--- src/rtl/register_file_q2.sv ---
// register_file_q2: DEPTH x WIDTH operand register file.
// One write port, two registered read ports, per-entry valid bits and a
// one-entry-per-cycle clear sweep. While a sweep runs, writes are dropped
// and write_drop pulses for one cycle afterwards.
module register_file_q2 #(
  parameter int WIDTH  = 16,
  parameter int ADDR_W = 3
) (
  input  logic              clk,
  input  logic              reset,
  input  logic              choice,
  input  logic [ADDR_W-1:0] write_addr,
  input  logic [WIDTH-1:0]  write_port_1,
  input  logic [ADDR_W-1:0] read_addr_1,
  input  logic [ADDR_W-1:0] read_addr_2,
  input  logic              clear,
  output logic [WIDTH-1:0]  read_port_1,
  output logic [WIDTH-1:0]  read_port_2,
  output logic              read_valid_1,
  output logic              read_valid_2,
  output logic              busy,
  output logic              write_drop
);
  localparam int DEPTH = 1 << ADDR_W;
  localparam int NPORT = 2;

  typedef enum logic {IDLE, SWEEP} state_t;

  state_t                        state, state_nx;
  logic [ADDR_W-1:0]             ptr, ptr_nx;
  logic                          wr_acc, drop_nx;
  logic [DEPTH-1:0][WIDTH-1:0]   mem;
  logic [DEPTH-1:0]              vld;
  logic [NPORT-1:0][ADDR_W-1:0]  ra;
  logic [NPORT-1:0][WIDTH-1:0]   rd_q;
  logic [NPORT-1:0]              rv_q;
  logic                          drop_q;

  assign ra = {read_addr_2, read_addr_1};

  // State and sweep pointer register
  always_ff @(posedge clk) begin
    if (reset) begin
      state <= IDLE;
      ptr   <= '0;
    end else begin
      state <= state_nx;
      ptr   <= ptr_nx;
    end
  end

  // Next state, pointer advance, write accept/drop decision
  always_comb begin
    state_nx = state;
    ptr_nx   = ptr;
    wr_acc   = 1'b0;
    drop_nx  = 1'b0;
    case (state)
      IDLE: begin
        if (clear) begin
          state_nx = SWEEP;
          ptr_nx   = '0;
          drop_nx  = choice;
        end else begin
          wr_acc   = choice;
        end
      end
      SWEEP: begin
        drop_nx = choice;
        ptr_nx  = ptr + 1'b1;  // wraps to 0 after the last entry
        if (ptr == '1) state_nx = IDLE;
      end
      default: state_nx = IDLE;
    endcase
  end

  // Storage: accepted writes and sweep zeroing (never in the same cycle)
  always_ff @(posedge clk) begin
    if (reset) begin
      mem <= '0;
      vld <= '0;
    end else begin
      if (wr_acc) begin
        mem[write_addr] <= write_port_1;
        vld[write_addr] <= 1'b1;
      end
      if (state == SWEEP) begin
        mem[ptr] <= '0;
        vld[ptr] <= 1'b0;
      end
    end
  end

  // Registered read ports with write-first and sweep bypass
  always_ff @(posedge clk) begin
    if (reset) begin
      rd_q <= '0;
      rv_q <= '0;
    end else begin
      for (int p = 0; p < NPORT; p++) begin
        if (wr_acc && write_addr == ra[p]) begin
          rd_q[p] <= write_port_1;
          rv_q[p] <= 1'b1;
        end else if (state == SWEEP && ra[p] == ptr) begin
          rd_q[p] <= '0;
          rv_q[p] <= 1'b0;
        end else begin
          rd_q[p] <= mem[ra[p]];
          rv_q[p] <= vld[ra[p]];
        end
      end
    end
  end

  // Dropped-write pulse
  always_ff @(posedge clk) begin
    if (reset) drop_q <= 1'b0;
    else       drop_q <= drop_nx;
  end

  assign read_port_1  = rd_q[0];
  assign read_port_2  = rd_q[1];
  assign read_valid_1 = rv_q[0];
  assign read_valid_2 = rv_q[1];
  assign busy         = (state == SWEEP);
  assign write_drop   = drop_q;
endmodule

--- config.mk ---
export PLATFORM = sky130hd
export DESIGN_NAME = register_file_q2
export DESIGN_NICKNAME = d
export VERILOG_FILES = /design/src/rtl/register_file_q2.sv
export SDC_FILE = /design/constraint.sdc
export NUM_CORES = 1
export LEC_CHECK = 0
export BUFFER_PORTS_ARGS = -buffer_cell sky130_fd_sc_hd__buf_4
export CORE_MARGIN = 2
export CORE_UTILIZATION = 60
export CTS_BUF_LIST = sky130_fd_sc_hd__clkbuf_8 sky130_fd_sc_hd__clkbuf_16
export CTS_CLUSTER_DIAMETER = 120
export CTS_CLUSTER_SIZE = 25
export DETAILED_ROUTE_END_ITERATION = 12
export GPL_TIMING_DRIVEN = 0
export MAX_ROUTING_LAYER = met4
export PLACE_DENSITY = 0.78
export SLEW_MARGIN = 20
export SYNTH_ARGS = -nofsm -noshare
export SYNTH_HDL_FRONTEND = slang
export SYNTH_SLANG_ARGS = --single-unit
--- constraint.sdc ---
create_clock -name clk -period 2.3 [get_ports clk]
set_clock_uncertainty 0.15 [all_clocks]
set_input_delay 0.46 -clock clk [delete_from_list [all_inputs] [get_ports clk]]
set_output_delay 0.46 -clock clk [all_outputs]
set_load 0.01 [all_outputs]
==> impl_metrics.py <==
metrics = {
    "run_status": {
        "run_status": "finished clean",
    },
    "hold_path": {
        "min-delay-path-class": "in2reg",
        "worstHoldStart": "choice",
        "worst_hold_path.endpoint": "write_drop",
        "worst_hold_path_stage_count": 2,
    },
    "grt": {
        "antenna_found_initial": 0,
        "grt_pass1_wl_mm": 39.1,
        "globalRoute.totalOverflow": 0,
        "first_global_vias": 7188,
        "gr-usage-all-layers": 0.331,
        "grt_max_degree": 18,
    },
    "sta": {
        "layout_worst_path_cycle_share": 0.940,
        "timing_max_transition_violations_final": 0,
        "max_slew_headroom_at_the_worst_pin": 0.565,
        "actual_slew_at_the_worst_max_slew_pin_ns": 0.653,
        "finalHoldViolations": 0,
        "setup_violations": 0,
        "setup-tns-final_ns": 0,
        "timing.fmax_mhz": 463,
        "unrepaired_setup_endpoints_after_global_routing": "false",
        "period_needed_ns": 2.16,
    },
    "floorplanning": {
        "die_h_um": 124,
        "die_x_um": 124,
        "io_pins": 65,
        "core_mm2": 0.0140,
        "start_util": 0.620,
        "num_rows": 43,
        "die-area_mm2": 0.0154,
    },
    "yosys": {
        "syn_area_per_cell_um2": 9.22,
        "mappedNetlistArea_mm2": 0.00868,
        "postSynthRegisterBits": 175,
        "syn-num-nets": 972,
        "yosysUniqueCellTypes": 30,
        "post_synth_inst_count": 941,
        "yosys_warnings": 0,
        "synth_seq_area_share": 0.404,
    },
    "clock_tree": {
        "clock_pin_slew_on_the_worst_setup_and_hold_paths_ns": 0.07,
        "clock_sinks": 175,
        "depth_of_the_cts_h_tree": 4,
        "tritoncts.num_buffers": 17,
        "clock_tree.root_cell": "sky130_fd_sc_hd__clkbuf_16",
        "clk_path_buf_depth": 2,
        "cts_tree": "yes",
        "clock_latency_ns": 0.44,
    },
    "drt": {
        "drcViolationCount": 0,
        "dr.first_iter.drc_count": 825,
        "drt_pre_antenna_iters": 5,
        "via_per_inst": 6.33,
        "sum_of_routed_wire_length_over_all_layers_mm": 24.5,
        "vias": 7550,
        "avgRoutedWirePerCell_um": 20.6,
        "route.antenna.remaining_nets": 0,
    },
    "final_layout": {
        "final_net_count": 1031,
        "syn_to_final_growth_pct": 13.3,
        "antenna_cells_inserted": 0,
        "mostFrequentLayoutCells": "sky130_fd_sc_hd__nand2_1 (246), sky130_fd_sc_hd__dfxtp_1 (175), sky130_fd_sc_hd__a21oi_1 (165)",
        "fill_cells": 1126,
        "post_route_cells_drive_above_1_share": 0.211,
        "layout_commonest_cell": "sky130_fd_sc_hd__nand2_1",
        "finalNonFillerCells": 1193,
    },
    "worst_setup_path": {
        "endpoint_kind": "flop",
        "worst_setup_path_start_kind": "flop",
        "setup.reg_to_reg.worst_slack_ns": 0.14,
        "worst_ep_required_time_ns": 2.53,
        "timing.reg2reg.worst_path_depth": 6,
        "critPathKind": "reg2reg",
        "timing.rr.start": "busy",
        "critical_path_peak_fanout": 10,
        "worst_r2r_endpoint": "mem[77]",
        "critical_path_arrival_ns": 2.39,
    },
    "job": {
        "cap_viol_max_count": 0,
    },
    "placed_design": {
        "hpwl_mm": 17.2,
        "post-place-cells": 1161,
        "port_buffers": 40,
        "gp_routability_congestion": 0.908,
    },
    "power": {
        "power-per-cell-area_mw_per_mm2": 677,
        "p_leak_nw": 3.59,
        "worst_ir_drop_vdd_uv": 579,
        "power.total_mw": 6.66,
    },
}
==> power by group <==
part	switching, mW	total (mW)	internal, mW
combinational	0.358	0.555	0.196
clock	1.35	3.02	1.67
sequential	0.0212	3.08	3.06
total	1.73	6.66	4.93
==> cells in the mapped netlist, drive strengths merged <==
master	number	area share
and4bb	1	0.0014
and4	2	0.0020
nor4b	1	0.0017
clkbuf	41	0.018
nand3	82	0.047
a211oi	1	0.00087
nand2	246	0.11
mux4	68	0.19
nor3b	4	0.0035
a31o	4	0.0040
nand4	4	0.0029
a41o	1	0.0012
nor2	21	0.0091
a21oi	167	0.097
and3	2	0.0014
nor2b	5	0.0036
mux2	34	0.044
mux2i	1	0.0012
buf	61	0.043
a21o	3	0.0026
xnor2	12	0.012
ha	2	0.0029
dfxtp	175	0.40
and2	3	0.0022
==> worst max path at each step <==
stage / from / slack (ns) / to
after floorplan: read_addr_1[2] / 0.34 / rv_q[0]
after global placement: read_addr_2[2] / -0.07 / rv_q[1]
after detailed placement: read_addr_1[2] / -0.11 / rv_q[0]
after CTS: busy / 0.04 / mem[110]
after global routing: busy / 0.003 / read_port_1[14]
final: busy / 0.14 / mem[77]
==> critical path, cell delays in order (launching register included) <==
cell and delay, ns:
sky130_fd_sc_hd__dfxtp_1 0.31, sky130_fd_sc_hd__buf_2 0.18, sky130_fd_sc_hd__nor4b_4 0.38, sky130_fd_sc_hd__buf_2 0.31, sky130_fd_sc_hd__buf_1 0.48, sky130_fd_sc_hd__nand3_1 0.15, sky130_fd_sc_hd__a21oi_1 0.14
==> registers in the layout, indices dropped and copies added (netlist names) <==
| name | cells |
|---|---|
| read_port_1 | 16 |
| mem | 128 |
| vld | 8 |
| ptr | 3 |
| write_drop | 1 |
| busy | 1 |
| read_port_2 | 16 |
| rv_q | 2 |
==> final cells by class <==
class | instances | area (um^2) | area share
multi-input combinational | 664 | 4670 | 0.474
sequential | 175 | 3500 | 0.356
buffer | 102 | 529 | 0.0538
clock buffer | 18 | 439 | 0.0447
timing repair buffer | 40 | 300 | 0.0305
tap | 180 | 225 | 0.0229
clock inverter | 14 | 171 | 0.0174
==> repair_timing <==
item,4_1_cts,5_1_grt
hold buffers,0,0
endpoints found under the setup margin,0,43
resized for setup,0,12
buffers inserted,0,0
==> cells by family after synthesis <==
kind of cell | Yosys count | synth area share
xor+xnor | 12 | 0.0121
compound gates | 176 | 0.106
fa+ha+maj | 2 | 0.00288
simple gates | 371 | 0.181
flops | 175 | 0.404
mux | 103 | 0.234
buf+inv | 102 | 0.0603
==> metrics by stage <==
step                cell area [um^2]  hold slack [ns]  utilization  worst slack [ns]
finish                          9840            0.167        0.703             0.139
CTS                             9820            0.162        0.702            0.0398
global route                    9840            0.167        0.703           0.00297
global placement                9210            0.296        0.658           -0.0746
floorplan                       8680            0.290            -             0.339
detailed placement              9210            0.307        0.658            -0.108
==> per-layer routing <==
layer | share of wire | global-route usage
met2 | 0.45 | 0.501
met1 | 0.41 | 0.449
met3 | 0.12 | 0.0808
met5 | 0 | -
met4 | 0.015 | 0.0939
Note: power is estimated with default switching activity, not from simulation.
